[src/rtl/match_scoreboard_if.sv]
`default_nettype none
// ============================================================================
//  Module   : match_scoreboard_if
//  Purpose  : Game-result and scoreboard signal bundle between the game core
//             side and the match scoreboard.
//  Revision : 1.0
// ============================================================================
interface match_scoreboard_if;
    logic [1:0] game_result;
    logic       next_btn;
    logic       round_reset;
    logic [3:0] player_score;
    logic [3:0] ai_score;
    logic [3:0] draw_count;
    logic [3:0] round_num;
    logic [1:0] last_result;
    logic       match_over;
    logic [1:0] match_winner;

    modport master (
        output game_result,
        output next_btn,
        input  round_reset,
        input  player_score,
        input  ai_score,
        input  draw_count,
        input  round_num,
        input  last_result,
        input  match_over,
        input  match_winner
    );

    modport slave (
        input  game_result,
        input  next_btn,
        output round_reset,
        output player_score,
        output ai_score,
        output draw_count,
        output round_num,
        output last_result,
        output match_over,
        output match_winner
    );
endinterface
`default_nettype wire

[src/rtl/match_scoreboard.sv]
`default_nettype none
// ============================================================================
//  Module   : match_scoreboard
//  Purpose  : Tallies round results from the game core, holds each result,
//             restarts rounds and declares the match winner.
//  Revision : 1.0
// ============================================================================
module match_scoreboard #(
    parameter int unsigned HOLD_CYCLES   = 200_000_000,
    parameter int unsigned WINS_TO_MATCH = 3
) (
    input wire                clk,
    input wire                reset_flag,
    match_scoreboard_if.slave sb
);

    localparam int unsigned c_CNT_W = (HOLD_CYCLES > 1) ? $clog2(HOLD_CYCLES) : 1;
    localparam logic [c_CNT_W-1:0] c_HOLD_LOAD = c_CNT_W'(HOLD_CYCLES - 1);
    localparam logic [3:0] c_WINS = 4'(WINS_TO_MATCH);

    localparam logic [1:0] c_RES_NONE   = 2'b00;
    localparam logic [1:0] c_RES_PLAYER = 2'b01;
    localparam logic [1:0] c_RES_AI     = 2'b10;
    localparam logic [1:0] c_RES_DRAW   = 2'b11;

    typedef enum logic [2:0] {
        PLAY       = 3'd0,
        TALLY      = 3'd1,
        HOLD       = 3'd2,
        NEXT       = 3'd3,
        WAIT_CLEAR = 3'd4,
        MATCH_OVER = 3'd5
    } state_t;

    state_t             r_state,        w_state_nxt;
    logic [c_CNT_W-1:0] r_hold_cnt,     w_hold_cnt_nxt;
    logic [3:0]         r_player_score, w_player_score_nxt;
    logic [3:0]         r_ai_score,     w_ai_score_nxt;
    logic [3:0]         r_draw_count,   w_draw_count_nxt;
    logic [3:0]         r_round_num,    w_round_num_nxt;
    logic [1:0]         r_last_result,  w_last_result_nxt;
    logic [1:0]         r_match_winner, w_match_winner_nxt;
    logic               r_round_reset,  w_round_reset_nxt;
    logic               r_match_over,   w_match_over_nxt;

    function automatic logic [3:0] sat_inc(input logic [3:0] v);
        return (v == 4'hF) ? v : v + 4'd1;
    endfunction

    always_ff @(posedge clk) begin
        if (reset_flag) begin
            r_state        <= PLAY;
            r_hold_cnt     <= '0;
            r_player_score <= 4'd0;
            r_ai_score     <= 4'd0;
            r_draw_count   <= 4'd0;
            r_round_num    <= 4'd1;
            r_last_result  <= c_RES_NONE;
            r_match_winner <= c_RES_NONE;
            r_round_reset  <= 1'b0;
            r_match_over   <= 1'b0;
        end else begin
            r_state        <= w_state_nxt;
            r_hold_cnt     <= w_hold_cnt_nxt;
            r_player_score <= w_player_score_nxt;
            r_ai_score     <= w_ai_score_nxt;
            r_draw_count   <= w_draw_count_nxt;
            r_round_num    <= w_round_num_nxt;
            r_last_result  <= w_last_result_nxt;
            r_match_winner <= w_match_winner_nxt;
            r_round_reset  <= w_round_reset_nxt;
            r_match_over   <= w_match_over_nxt;
        end
    end

    // Outputs are computed one edge early so every port is a plain register.
    always_comb begin
        w_state_nxt        = r_state;
        w_hold_cnt_nxt     = r_hold_cnt;
        w_player_score_nxt = r_player_score;
        w_ai_score_nxt     = r_ai_score;
        w_draw_count_nxt   = r_draw_count;
        w_round_num_nxt    = r_round_num;
        w_last_result_nxt  = r_last_result;
        w_match_winner_nxt = r_match_winner;
        w_round_reset_nxt  = 1'b0;

        case (r_state)
            PLAY: begin
                if (sb.game_result != c_RES_NONE) begin
                    w_last_result_nxt = sb.game_result;
                    w_state_nxt       = TALLY;
                end
            end
            TALLY: begin
                w_hold_cnt_nxt = c_HOLD_LOAD;
                w_state_nxt    = HOLD;
                case (r_last_result)
                    c_RES_PLAYER: begin
                        w_player_score_nxt = sat_inc(r_player_score);
                        if (w_player_score_nxt == c_WINS) begin
                            w_match_winner_nxt = c_RES_PLAYER;
                            w_state_nxt        = MATCH_OVER;
                        end
                    end
                    c_RES_AI: begin
                        w_ai_score_nxt = sat_inc(r_ai_score);
                        if (w_ai_score_nxt == c_WINS) begin
                            w_match_winner_nxt = c_RES_AI;
                            w_state_nxt        = MATCH_OVER;
                        end
                    end
                    c_RES_DRAW: w_draw_count_nxt = sat_inc(r_draw_count);
                    default: ;
                endcase
            end
            HOLD: begin
                if ((r_hold_cnt == '0) || sb.next_btn) begin
                    w_round_num_nxt   = sat_inc(r_round_num);
                    w_round_reset_nxt = 1'b1;
                    w_state_nxt       = NEXT;
                end else begin
                    w_hold_cnt_nxt = r_hold_cnt - 1'b1;
                end
            end
            NEXT: w_state_nxt = WAIT_CLEAR;
            // A result still showing from the finished round must not be re-tallied.
            WAIT_CLEAR: begin
                if (sb.game_result == c_RES_NONE)
                    w_state_nxt = PLAY;
            end
            MATCH_OVER: begin
                if (sb.next_btn) begin
                    w_player_score_nxt = 4'd0;
                    w_ai_score_nxt     = 4'd0;
                    w_draw_count_nxt   = 4'd0;
                    w_round_num_nxt    = 4'd1;
                    w_last_result_nxt  = c_RES_NONE;
                    w_match_winner_nxt = c_RES_NONE;
                    w_round_reset_nxt  = 1'b1;
                    w_state_nxt        = NEXT;
                end
            end
            default: w_state_nxt = PLAY;
        endcase

        w_match_over_nxt = (w_state_nxt == MATCH_OVER);
    end

    assign sb.round_reset  = r_round_reset;
    assign sb.player_score = r_player_score;
    assign sb.ai_score     = r_ai_score;
    assign sb.draw_count   = r_draw_count;
    assign sb.round_num    = r_round_num;
    assign sb.last_result  = r_last_result;
    assign sb.match_over   = r_match_over;
    assign sb.match_winner = r_match_winner;

endmodule
`default_nettype wire
[src/flat_wrapper.sv]
// flat-port wrapper written by rule: the top's interface ports become plain ports
module match_scoreboard_flat 
#(
    parameter int unsigned HOLD_CYCLES   = 200_000_000,
    parameter int unsigned WINS_TO_MATCH = 3
)
  (clk, reset_flag, sb_game_result, sb_next_btn, sb_round_reset, sb_player_score, sb_ai_score, sb_draw_count, sb_round_num, sb_last_result, sb_match_over, sb_match_winner);
  match_scoreboard_if sb_i ();
  input wire clk;
  input wire reset_flag;
  input wire logic [$bits(sb_i.game_result)-1:0] sb_game_result;
  input wire logic [$bits(sb_i.next_btn)-1:0] sb_next_btn;
  output wire logic [$bits(sb_i.round_reset)-1:0] sb_round_reset;
  output wire logic [$bits(sb_i.player_score)-1:0] sb_player_score;
  output wire logic [$bits(sb_i.ai_score)-1:0] sb_ai_score;
  output wire logic [$bits(sb_i.draw_count)-1:0] sb_draw_count;
  output wire logic [$bits(sb_i.round_num)-1:0] sb_round_num;
  output wire logic [$bits(sb_i.last_result)-1:0] sb_last_result;
  output wire logic [$bits(sb_i.match_over)-1:0] sb_match_over;
  output wire logic [$bits(sb_i.match_winner)-1:0] sb_match_winner;
  assign sb_i.game_result = sb_game_result;
  assign sb_i.next_btn = sb_next_btn;
  assign sb_round_reset = sb_i.round_reset;
  assign sb_player_score = sb_i.player_score;
  assign sb_ai_score = sb_i.ai_score;
  assign sb_draw_count = sb_i.draw_count;
  assign sb_round_num = sb_i.round_num;
  assign sb_last_result = sb_i.last_result;
  assign sb_match_over = sb_i.match_over;
  assign sb_match_winner = sb_i.match_winner;
  match_scoreboard #(.HOLD_CYCLES(HOLD_CYCLES), .WINS_TO_MATCH(WINS_TO_MATCH)) u_core (.clk(clk), .reset_flag(reset_flag), .sb(sb_i));
endmodule
[config.mk]
export PLATFORM = sky130hd
export DESIGN_NAME = match_scoreboard_flat
export DESIGN_NICKNAME = d
export VERILOG_FILES = /design/src/rtl/match_scoreboard_if.sv /design/src/rtl/match_scoreboard.sv /design/src/flat_wrapper.sv
export SDC_FILE = /design/constraint.sdc
export NUM_CORES = 1
export LEC_CHECK = 0
export CORE_MARGIN = 8
export CORE_UTILIZATION = 55
export DETAILED_ROUTE_END_ITERATION = 16
export PLACE_DENSITY_LB_ADDON = 0.2
export SLEW_MARGIN = 20
export SYNTH_ARGS = -nofsm -noshare
export SYNTH_HDL_FRONTEND = slang
export SYNTH_SLANG_ARGS = --single-unit
[constraint.sdc]
create_clock -name clk -period 2.9 [get_ports clk]
set_input_delay 0.29 -clock clk [delete_from_list [all_inputs] [get_ports clk]]
set_output_delay 0.29 -clock clk [all_outputs]
set_load 0.01 [all_outputs]
==> flow_summary_export.csv <==
group,metric,value,unit
sta,rsz0062_at_grt,"false",
synth,synth_compound_area_share,19.6,%
cts,h-tree-depth,2,
routing,num_vias,2654,
global_route,grt_overflow,0,
synth,synthCells,338,
critical_path,critPathCaptureType,"register",
routing,wl_per_cell,16.2,µm
cts,tritoncts,"done",
power,p_per_area,752,nW/µm²
critical_path,timing.rr.end,"u_core.r_hold_cnt[19]",
floorplanning,rows,26,
sta,hold_violations,0,
worst_hold_path,hp-class,"register to register",
sta,worst_slack,372,ps
sta,tightest_slew,563,ps
power,static-leakage-power,1.17,nW
floorplanning,ioPinCount,27,
sta,hold_slack,506,ps
critical_path,crit_path_top_delay_cell,"or4_1",
final_layout,antenna_cells,0,
worst_hold_path,whs_path_depth,2,
critical_path,slowest_delay,750,ps
worst_hold_path,holdPathEnd,"u_core.r_hold_cnt[13]",
cts,cts_buffer_depth,2,
synth,synth_top_family_by_area,"simple AND/OR/NAND/NOR gates",
synth,synth_area,2860,µm²
synth,async_reset_ff_share,0,%
cts,numCtsBuffers,5,
final_layout,layout-drive-gt1-share,10.2,%
sta,final-max-slew-violation-count,0,
routing,vias_per_cell,6.12,
flow_run,cap_violations,0,
floorplanning,core-area,5070,µm²
critical_path,start_kind,"register",
synth,yosysWarnings,0,
global_route,grt_pass1_wl,11800,µm
critical_path,r2r_setup_slack,370,ps
routing,drtIter0Drc,242,
place,placed_area,3230,µm²
sta,tns,0,ps
cts,postCtsHoldBufs,0,
final_layout,fin_nets,376,
place,numPortBuffers,26,
floorplanning,initial_utilization,56.4,%
place,dpl.hpwl,4970,µm
global_route,antenna_found_initial,0,
synth,synth_edf_count,0,
synth,synth-main-ff-cell,"dfxtp_1",
critical_path,path_depth,5,
global_route,grt_max_degree,39,
synth,synth-seq-cells,53,
sta,finalCriticalPeriod,2530,ps
cts,path_clk_slew,90,ps
cts,clock-sinks,53,
global_route,grt_pass1_vias,2429,
floorplanning,die_h,88.1,µm
synth,yosys.area_share.adder,3.50,%
final_layout,final_area,3340,µm²
power,peakVddDrop,0.000391,V
critical_path,critPathRequiredTime,3080,ps
power,finalPower,2.51,mW
critical_path,critPathKind,"register to register",
worst_hold_path,hold_path.startpoint,"u_core.r_hold_cnt[13]",
critical_path,critPathTopFamily,"simple AND/OR/NAND/NOR gates",
cts,cts.repair.resized,0,
synth,synth.net_count,351,
routing,ant_nets,0,
synth,synth_area_per_cell,8.47,µm²
routing,drc_errors,0,
final_layout,fill_cells,465,
routing,dr.pass1.iters,4,
cts,clk_latency,300,ps
critical_path,worst-path-max-fanout,11,
critical_path,rr_worst_depth,5,
synth,yosys.area_share.simple,30.0,%
global_route,grt.total_usage,19.0,%
floorplanning,dieArea,7770,µm²
routing,wl,7020,µm
critical_path,path_cells,"or4_4 -> or4_1 -> o211ai_1 -> xor2_1 -> a21oi_1",
place,dp_slack,215,ps
final_layout,syn_to_final_growth,16.7,%
cts,cts_setup_buffers,0,
synth,ys_types,50,
final_layout,layout_common_cells,"dfxtp_1 (53), nor2_1 (30), clkdlybuf4s50_1 (26)",
critical_path,crit_buf_inv,0,
sta,fmax,0.396,GHz
sta,setup_viol,0,
synth,ys_seq_area_share,37.1,%
critical_path,rr_startpoint,"u_core.r_hold_cnt[19]",
critical_path,cp_data_arrival_time,2710,ps
cts,root_buffer,"clkbuf_8",
outcome,status,"finished clean",
synth,synth-xor-area-share,5.82,%
sta,finClkSkew,5.13,ps
synth,synth.area.mux_share,0.350,%
floorplanning,die_x,88.1,µm
sta,slew_headroom,62.4,%
place,gp_congestion,0.857,
sta,fin_crit_sh,87.2,%
final_layout,mostFrequentLayoutCell,"dfxtp_1",
## layer usage
| metal | vias to the layer above | GRT usage, % | wire length, µm |
|---|---|---|---|
| li1 | 1324 | - | - |
| met1 | 1240 | 26.3 | 3360 |
| met2 | 80 | 28.2 | 3120 |
| met3 | 10 | 3.94 | 447 |
| met4 | 0 | 6.45 | 95 |
| met5 | - | 0 | 0 |
## where the power goes
group | leakage (nW) | switching, mW | internal, mW | total (mW)
registers | 0.432 | 0.127 | 0.845 | 0.971
clock network | 0.0554 | 0.243 | 0.259 | 0.502
logic | 0.682 | 0.617 | 0.421 | 1.04
## worst max path at each step
stage	to	slack [ps]	startpoint
after floorplan	u_core.sb.round_num[3]	610	u_core.r_hold_cnt[0]
after global placement	u_core.r_hold_cnt[27]	330	sb_next_btn
after detailed placement	u_core.r_hold_cnt[21]	210	sb_next_btn
after CTS	u_core.r_hold_cnt[19]	380	u_core.r_hold_cnt[19]
after global routing	u_core.r_hold_cnt[19]	260	u_core.r_hold_cnt[19]
final	u_core.r_hold_cnt[19]	370	u_core.r_hold_cnt[19]
## area by class of cell
class	count	area, µm²	area share, %
well taps	70	87.6	2.62
inverters	6	22.5	0.674
flip-flops and latches	53	1060	31.8
repair buffers	39	358	10.7
clock inverters	2	38.8	1.16
clock buffers	6	72.6	2.17
multi-input cells	258	1700	50.9
## logic make-up after synthesis
| group | after synthesis |
|---|---|
| simple gates | 145 |
| compound gates | 85 |
| flops | 53 |
| buf+inv | 27 |
| xor+xnor | 19 |
| fa+ha+maj | 8 |
| mux | 1 |
## synthesized netlist by cell type, drive strengths merged, types with 8 or more instances
cell    number  area share (%)
nand2       13             1.7
nor2        30             3.9
a31oi       10             2.2
ha           8             3.5
or4         13             3.7
or3          9             2.0
o21ai       11             1.9
dfxtp       53              37
xor2        10             3.1
nor4        10             3.1
xnor2        9             2.8
clkbuf      18             2.4
nand3       15             2.6
a21oi       27             5.0
nor3        13             2.3
## tightest hold or removal path, stage by stage, from the launching register on
cell and delay [ps]:
dfxtp_1 330, o31ai_1 70, a21oi_1 60
## registers in the layout (all words and copies together), names as in the netlist
signal	count
u_core.r_hold_cnt	28
u_core.r_state	3
u_core.sb.ai_score	4
u_core.sb.draw_count	4
u_core.sb.last_result	2
u_core.sb.match_over	1
u_core.sb.match_winner	2
u_core.sb.player_score	4
u_core.sb.round_num	4
u_core.sb.round_reset	1
## stage by stage
step	util [%]	cells
after floorplan	-	338
after global placement	63.6	426
after detailed placement	63.6	426
after CTS	65.8	434
after global routing	65.8	434
final	65.8	434
No activity file was read; power rests on OpenSTA's default activity.
